==> src/rtl/seg7_scan_reader.sv <==
// Samples a multiplexed 7-segment display bus, debounces each digit over a stable
// run and assembles four BCD digits into a word handed off with valid/ready.
module seg7_scan_reader #(
  parameter int unsigned STABLE_CYCLES = 4
) (
  input  logic        clk,
  input  logic        reset,
  input  logic [6:0]  seg,
  input  logic [3:0]  dig_sel,
  input  logic        out_ready,
  output logic [15:0] bcd_word,
  output logic        word_valid,
  output logic        word_err,
  output logic        overrun,
  output logic [3:0]  digit_mask
);

  localparam int unsigned CW = 4;
  localparam int unsigned SW = 11;

  typedef enum logic {COLLECT, PRESENT} state_t;

  state_t        state, state_next;
  logic [SW-1:0] sample_c, prev;
  logic [CW-1:0] cnt, cnt_next;
  logic          onehot_c, capture_c, transfer_c;
  logic [1:0]    pos_c;
  logic [4:0]    dec_c;
  logic [15:0]   word_next;
  logic          valid_next, err_next, ovr_next;
  logic [3:0]    mask_next;

  // Returns {pattern_ok, digit}; invalid patterns map to 4'hF.
  function automatic logic [4:0] decode(input logic [6:0] s);
    case (s)
      7'b1111110: decode = 5'h10;
      7'b0110000: decode = 5'h11;
      7'b1101101: decode = 5'h12;
      7'b1111001: decode = 5'h13;
      7'b0110011: decode = 5'h14;
      7'b1011011: decode = 5'h15;
      7'b0011111,
      7'b1011111: decode = 5'h16;
      7'b1110000: decode = 5'h17;
      7'b1111111: decode = 5'h18;
      7'b1111011,
      7'b1110011: decode = 5'h19;
      default:    decode = 5'h0F;
    endcase
  endfunction

  assign sample_c   = {seg, dig_sel};
  assign onehot_c   = (dig_sel != 4'b0000) && ((dig_sel & (dig_sel - 4'd1)) == 4'b0000);
  assign capture_c  = (sample_c == prev) && (cnt == CW'(STABLE_CYCLES - 1)) &&
                      onehot_c && (seg != 7'b0000000);
  assign transfer_c = word_valid && out_ready;
  assign dec_c      = decode(seg);

  // Run-length counter: restarts on any change, saturates at the stable length.
  always_comb begin
    cnt_next = cnt;
    if (sample_c != prev)
      cnt_next = CW'(1);
    else if (cnt < CW'(STABLE_CYCLES))
      cnt_next = cnt + CW'(1);
  end

  always_comb begin
    pos_c = 2'd0;
    case (dig_sel)
      4'b0010: pos_c = 2'd1;
      4'b0100: pos_c = 2'd2;
      4'b1000: pos_c = 2'd3;
      default: pos_c = 2'd0;
    endcase
  end

  always_comb begin
    state_next = state;
    word_next  = bcd_word;
    valid_next = word_valid;
    err_next   = word_err;
    ovr_next   = overrun;
    mask_next  = digit_mask;
    case (state)
      COLLECT: begin
        if (capture_c) begin
          word_next[{pos_c, 2'b00} +: 4] = dec_c[3:0];
          mask_next = digit_mask | (4'b0001 << pos_c);
          err_next  = word_err | ~dec_c[4];
          if (mask_next == 4'b1111) begin
            state_next = PRESENT;
            valid_next = 1'b1;
          end
        end
      end
      PRESENT: begin
        // Transfer clears the pending flags even if a capture lands on the same edge.
        if (transfer_c) begin
          state_next = COLLECT;
          valid_next = 1'b0;
          mask_next  = 4'b0000;
          err_next   = 1'b0;
          ovr_next   = 1'b0;
        end else if (capture_c) begin
          ovr_next = 1'b1;
        end
      end
      default: state_next = COLLECT;
    endcase
  end

  always_ff @(posedge clk) begin
    if (reset) begin
      state      <= COLLECT;
      prev       <= '0;
      cnt        <= '0;
      bcd_word   <= 16'h0000;
      word_valid <= 1'b0;
      word_err   <= 1'b0;
      overrun    <= 1'b0;
      digit_mask <= 4'b0000;
    end else begin
      state      <= state_next;
      prev       <= sample_c;
      cnt        <= cnt_next;
      bcd_word   <= word_next;
      word_valid <= valid_next;
      word_err   <= err_next;
      overrun    <= ovr_next;
      digit_mask <= mask_next;
    end
  end

endmodule

==> config.mk <==
export PLATFORM = sky130hd
export DESIGN_NAME = seg7_scan_reader
export DESIGN_NICKNAME = d
export VERILOG_FILES = /design/src/rtl/seg7_scan_reader.sv
export SDC_FILE = /design/constraint.sdc
export NUM_CORES = 1
export LEC_CHECK = 0
export CORE_MARGIN = 4
export CORE_UTILIZATION = 45
export CTS_CLUSTER_SIZE = 14
export DETAILED_ROUTE_END_ITERATION = 6
export PLACE_DENSITY = 0.7
export REMOVE_ABC_BUFFERS = 1
export SLEW_MARGIN = 20
export SYNTH_ARGS = -nofsm -noshare
export SYNTH_HDL_FRONTEND = slang
export SYNTH_SLANG_ARGS = --single-unit
==> constraint.sdc <==
create_clock -name clk -period 5.3 [get_ports clk]
set_clock_uncertainty 0.2 [all_clocks]
set_input_delay 0.795 -clock clk [delete_from_list [all_inputs] [get_ports clk]]
set_output_delay 0.795 -clock clk [all_outputs]
set_load 0.05 [all_outputs]
==> results of run 1 <==
## worst paths after layout
path / endpoint / from / slack, ns
max: bcd_word[12]$_SDFFE_PP0P_ / dig_sel[3] / 2.02
min: word_err$_SDFFE_PP0P_ / word_err$_SDFFE_PP0P_ / 0.26
min reg2reg: word_err$_SDFFE_PP0P_ / word_err$_SDFFE_PP0P_ / 0.26
max reg2reg: bcd_word[11]$_SDFFE_PP0P_ / prev[3]$_SDFF_PP0_ / 3.13
## critical path: cells and delay by family
family	cells	cell delay, ns
and+or+nand+nor	4	1.30
adders and majority gates	1	0.29
xor gates and xnor gates	1	0.19
buffers and inverters	1	0.57
AOI/OAI and AO/OA	1	0.15
## power by group through the flow
stage          logic, mW  registers (mW)  clock network [mW]
2_1_floorplan     0.0391           0.306                   0
3_3_place_gp      0.0691           0.307                   0
3_5_place_dp      0.0695           0.307                   0
4_1_cts           0.0700           0.300               0.183
5_1_grt           0.0777           0.300               0.193
6_report          0.0703           0.300               0.180
## placed cells by master, fill, tap and decap left out, types with 3 or more instances in the layout
cell	n
clkbuf_8	5
o31ai_1	8
nand2b_1	10
or3_1	3
nor2_1	11
nand4_1	6
a21oi_1	10
nor2b_1	19
ha_1	7
inv_1	7
xnor2_1	15
and3_1	4
o2111ai_1	3
mux2i_1	5
nor3_1	5
o21ai_0	14
nand3_1	9
dfxtp_1	39
nand2_1	11
clkdlybuf4s50_1	36
## layout make-up
cell class / instances / share of cell area (%)
Clock buffer: 6 / 2.89
Inverter: 7 / 1.04
Multi-Input combinational cell: 174 / 47.8
Sequential cell: 39 / 31.0
Tap cell: 52 / 2.59
Timing Repair Buffer: 37 / 14.6
## flip-flops by register name (all words and copies together) (netlist names)
name        count
bcd_word       16
cnt             4
digit_mask      4
overrun         1
prev           11
state           1
word_err        1
word_valid      1
## per-stage QoR
step                      util [%]  instance area [um^2]
final                         56.6                  2510
after global routing          56.6                  2510
after CTS                     56.6                  2510
after detailed placement      55.0                  2440
after global placement        55.0                  2440
after floorplan                  -                  2010
## routing by layer
layer	vias to the layer above	wire length, um	part of all wire, %
met5	-	0	0
met4	0	38	0.79
met3	4	189	3.9
met2	36	2240	47
met1	829	2320	48
li1	896	-	-
## cells by family (layout without fill, tap and decap cells)
kind of cell | after synthesis | after routing | share of synthesized area (%)
adder cells (fa/ha/maj) | 8 | 8 | 4.65
flip-flops | 39 | 39 | 37.2
AO/OA/AOI/OAI | 55 | 55 | 18.6
buffers and inverters | 24 | 50 | 5.43
XOR/XNOR | 15 | 15 | 6.27
multiplexers | 6 | 6 | 2.92
AND/OR/NAND/NOR | 90 | 90 | 24.9
==> impl_metrics.csv, run 1 <==
group,metric,value,unit
power,power_density,219,nW/um^2
floorplan,dieArea,5820,um^2
setup_path,end_kind,"flip-flop",
logic_synthesis,synth-async-reset-ratio,0,%
power,finalPower,550,uW
min_path,hold_depth,2,
routing,antenna_left,0,
sta,finalCriticalPeriod,3.28,ns
sta,max_slew_margin,52.5,%
sta,finalHoldViolCount,0,
logic_synthesis,ys_seq_area_share,37.2,%
logic_synthesis,synth_top_cell_by_area,"dfxtp_1",
routing,drc_errors,0,
setup_path,arrival,3.29,ns
logic_synthesis,synth.area.top_cells,"dfxtp_1, xnor2_1, nor2b_1, ha_1, o21ai_0",
floorplan,die_w,76.3,um
sta,worst_pin_slew,0.710,ns
setup_path,critical-path-max-stage-delay,0.57,ns
setup_path,crit_type,"in2reg",
placement,place_congestion,0.921,
setup_path,rr_worst_depth,5,
sta,fin_crit_sh,61.9,%
placement,hpwl,3450,um
routing,vias,1765,
global_routing,grt_max_degree,37,
placement,placed_cells,309,
sta,hold_ws,0.262,ns
clocking,cts_resized,0,
logic_synthesis,synth_ff_type,"dfxtp_1",
clocking,root_buffer,"clkbuf_8",
clocking,cts_made_buffers,5,
clocking,hold_buffers,0,
final_layout,num_antenna_cells,0,
floorplan,pin_count,37,
clocking,clk_latency,0.28,ns
setup_path,required,5.31,ns
clocking,cts_tree,"done",
sta,setup_tns,0,ns
routing,vias_per_cell,5.60,
routing,firstDrtPassIters,4,
routing,drt_iter0_markers,140,
global_routing,grt_pass1_vias,1649,
sta,finalSetupViolCount,0,
setup_path,crit_path_top_delay_cell,"clkdlybuf4s50_1",
logic_synthesis,synthTopCellsByCount,"dfxtp_1, nor2b_1, xnor2_1",
power,max-vdd-ir-drop,0.167,mV
logic_synthesis,yosys_warnings,0,
clocking,clk_pin_slew,0.07,ns
placement,pre_cts_slack,1.79,ns
placement,io_buffers,36,
global_routing,grt-ovfl-total,0,
logic_synthesis,avgSynthCellArea,8.85,um^2
routing,routedWlPerCell,15.2,um
setup_path,cp_cell_sequence,"clkdlybuf4s50_1, xnor2_1, or3_1, ha_1, nor2_1, nand3_1, or4_4, o2bb2ai_1",
global_routing,use_met2,26.0,%
global_routing,grt_pass1_wl,8050,um
floorplan,start_util,47.2,%
power,power_switching,134,uW
logic_synthesis,syn_area,2100,um^2
logic_synthesis,synth_edf_count,0,
min_path,holdCritPathClass,"reg2reg",
global_routing,track_usage,16.8,%
power,pwr-share-seq,54.5,%
sta,slew_viol_final,0,
floorplan,die_h,76.3,um
routing,wirelength,4790,um
logic_synthesis,synth_top_area_share,37.2,%
sta,max_freq,305,MHz
global_routing,busiest_layer,"met2",
final_layout,area_delta_synth_final,19.9,%
power,clkPwrFrac,32.7,%
sta,rsz0062_at_grt,"false",
clocking,cts_setup_buffers,0,
floorplan,core_area,4440,um^2
clocking,cts_sinks,39,
final_layout,fin_nets,285,
final_layout,fillerInstances,413,
clocking,htreeDepth,2,
global_routing,use_met1,23.2,%
final_layout,layout-drive-gt1-share,5.32,%
logic_synthesis,synth-seq-cells,39,
final_layout,multi_input_comb_area,1200,um^2
logic_synthesis,synth_cell_types,50,
power,share_comb_of_total_power,12.8,%
sta,worst_slack,2.02,ns
floorplan,rows,24,
power,switching_share,24.3,%
setup_path,critical_path_peak_fanout,8,
final_layout,seqCellArea,781,um^2
logic_synthesis,yosysMostFrequentCell,"dfxtp_1",
final_layout,fin_cells,315,
outcome,outcome,"completed",
global_routing,grtUsageMet3,3.66,%
logic_synthesis,synthCells,237,
run,drv_cap,0,
clocking,cts_buffer_depth,2,
setup_path,start_kind,"input port",
power,cellInternalPower,416,uW
global_routing,antenna_found_initial,0,
power,p_leak,0.893,nW
Power figures use the tool's default switching activity.
==> run 2: changes to the inputs <==
--- a/config.mk
+++ b/config.mk
@@ -9,7 +9,7 @@
 export CORE_UTILIZATION = 45
 export CTS_CLUSTER_SIZE = 14
 export DETAILED_ROUTE_END_ITERATION = 6
-export PLACE_DENSITY = 0.7
+export PLACE_DENSITY = 0.73
 export REMOVE_ABC_BUFFERS = 1
 export SLEW_MARGIN = 20
 export SYNTH_ARGS = -nofsm -noshare
==> constraint.sdc (replaced) <==
create_clock -name clk -period 2.75 [get_ports clk]
set_clock_uncertainty 0.2 [all_clocks]
set_input_delay 0.4125 -clock clk [delete_from_list [all_inputs] [get_ports clk]]
set_output_delay 0.4125 -clock clk [all_outputs]
set_load 0.05 [all_outputs]
==> run 2 against run 1 <==
Cell count rose by 12%. Sequential cell count did not move. Via count rose by 7.3%. Setup slack got worse by 1.9 ns. Die area did not move.
==> impl_metrics.csv, run 2 (synthesized netlist as in run 1, its figures left out) <==
group,metric,value,unit
global_routing,track_usage,18.0,%
power,finalPower,1.16,mW
clocking,cts_setup_buffers,0,
final_layout,largest_reg_flops,16,
setup_path,critical_path_peak_fanout,4,
final_layout,num_antenna_cells,0,
run,drv_cap,0,
setup_path,critPathLaunch,"dig_sel[3]",
final_layout,fin_util,63.4,%
final_layout,fin_nets,321,
placement,place_congestion,0.892,
clocking,clk_latency,0.29,ns
setup_path,start_kind,"input port",
setup_path,end_kind,"flip-flop",
routing,routedWlPerCell,14.4,um
setup_path,required,2.77,ns
clocking,cts_tree,"done",
clocking,cts_buffer_depth,2,
final_layout,fin_cells,353,
sta,setup_tns,0,ns
global_routing,grt-ovfl-total,0,
placement,io_buffers,36,
floorplan,dieArea,5820,um^2
setup_path,crit_path_top_delay_cell,"clkdlybuf4s50_1",
sta,rsz0062_at_grt,"false",
setup_path,cp_cell_sequence,"clkdlybuf4s50_1, xnor2_1, or3_1, ha_1, nor2_1, nand3_1, or4_4, o2bb2ai_1",
clocking,cts_made_buffers,5,
final_layout,mostFrequentLayoutCell,"dfxtp_1",
global_routing,grt_max_degree,36,
routing,vias,1893,
sta,finalSetupViolCount,0,
power,power_density,413,nW/um^2
routing,wirelength,5070,um
routing,drc_errors,0,
setup_path,crit_buf_inv,1,
final_layout,fillerInstances,375,
global_routing,antenna_found_initial,0,
sta,max_freq,386,MHz
clocking,root_buffer,"clkbuf_8",
final_layout,layout-drive-gt1-share,17.6,%
power,p_leak,1.09,nW
placement,hpwl,3860,um
final_layout,biggestRegsByFlops,"bcd_word (16), prev (11)",
setup_path,crit_family,"simple AND/OR/NAND/NOR gates",
setup_path,critical-path-max-stage-delay,0.49,ns
sta,finalHoldViolCount,0,
min_path,holdCritPathClass,"reg2reg",
min_path,min_from,"word_err$_SDFFE_PP0P_",
placement,placed_cells,345,
routing,antenna_left,0,
setup_path,arrival,2.61,ns
floorplan,start_util,47.2,%
routing,firstDrtPassIters,4,
routing,drt_iter0_markers,138,
floorplan,core_area,4440,um^2
clocking,cts_sinks,39,
final_layout,largest_register,"bcd_word",
floorplan,pin_count,37,
floorplan,die_h,76.3,um
sta,worst_slack,0.159,ns
outcome,outcome,"completed",
final_layout,final_cell_mix,"dfxtp_1, buf_4, clkdlybuf4s50_1",
floorplan,die_w,76.3,um
sta,max_slew_margin,64.6,%
global_routing,grt_pass1_wl,8680,um
power,max-vdd-ir-drop,0.303,mV
final_layout,area_delta_synth_final,34.4,%
global_routing,grt_pass1_vias,1839,
placement,pre_cts_slack,-0.150,ns
setup_path,r2r-start,"prev[2]$_SDFF_PP0_",
clocking,htreeDepth,2,
setup_path,crit_type,"in2reg",
routing,vias_per_cell,5.36,
sta,finalCriticalPeriod,2.59,ns
clocking,clk_pin_slew,0.07,ns
sta,slew_viol_final,0,
floorplan,rows,24,
sta,fin_crit_sh,94.2,%
sta,worst_pin_slew,0.529,ns
[run 2: cell count changes in the layout (fill, tap and decap cells not counted)]
cell and delta:
buf_4 +36, clkbuf_8 +2, clkdlybuf4s50_1 -1, dlymetal6s2s_1 +1, ha_1 -1, ha_2 +1
[run 2: path summary, 6_finish.rpt]
| check | endpoint | slack [ns] | depth (start not counted) |
|---|---|---|---|
| setup / recovery | bcd_word[12]$_SDFFE_PP0P_ | 0.16 | 8 |
| hold / removal | word_err$_SDFFE_PP0P_ | 0.27 | 2 |
| setup reg to reg | bcd_word[12]$_SDFFE_PP0P_ | 0.70 | 5 |
| hold reg to reg | word_err$_SDFFE_PP0P_ | 0.27 | 2 |
[run 2: area by class of cell]
cell class              instances  area (um^2)  area share (%)
well taps                      52         65.1            2.31
repair buffers                 73          641            22.7
inverters                       7         26.3           0.933
clock buffers                   8          100            3.55
flip-flops and latches         39          781            27.7
multi-input cells             174         1200            42.8
[run 2: per-stage QoR]
stage / instance area [um^2] / hold WS [ns]
after floorplan: 2010 / 0.237
after global placement: 2710 / 0.251
after detailed placement: 2710 / 0.260
after CTS: 2810 / 0.272
after global routing: 2820 / 0.291
final: 2820 / 0.267
[run 2: worst reg2reg max path, delay by kind of cell (launching register included)]
kind,cells,cell delay [ns]
and+or+nand+nor,3,1.13
DFF,1,0.31
xor gates and xnor gates,1,0.18
AOI/OAI and AO/OA,1,0.17
[run 2: what timing repair did]
item | in CTS | in global routing
hold endpoints to repair | 0 | 0
resized for setup | 0 | 2
setup endpoints to repair | 0 | 1
hold buffers | 0 | 0
[run 2: per-layer routing]
metal / part of all wire, % / vias to the layer above / wire (um) / track usage, %
met3: 3.7 / 2 / 190 / 4.14
met1: 50 / 888 / 2530 / 24.9
met2: 46 / 30 / 2340 / 28.2
li1: - / 973 / - / -
met5: 0 / - / 0 / 0
met4: 0.34 / 0 / 17 / 4.71
[run 2: power by group]
part,switching (mW),internal [mW]
logic,0.0829,0.0849
registers,0.00417,0.574
clock network,0.190,0.229
total,0.277,0.888
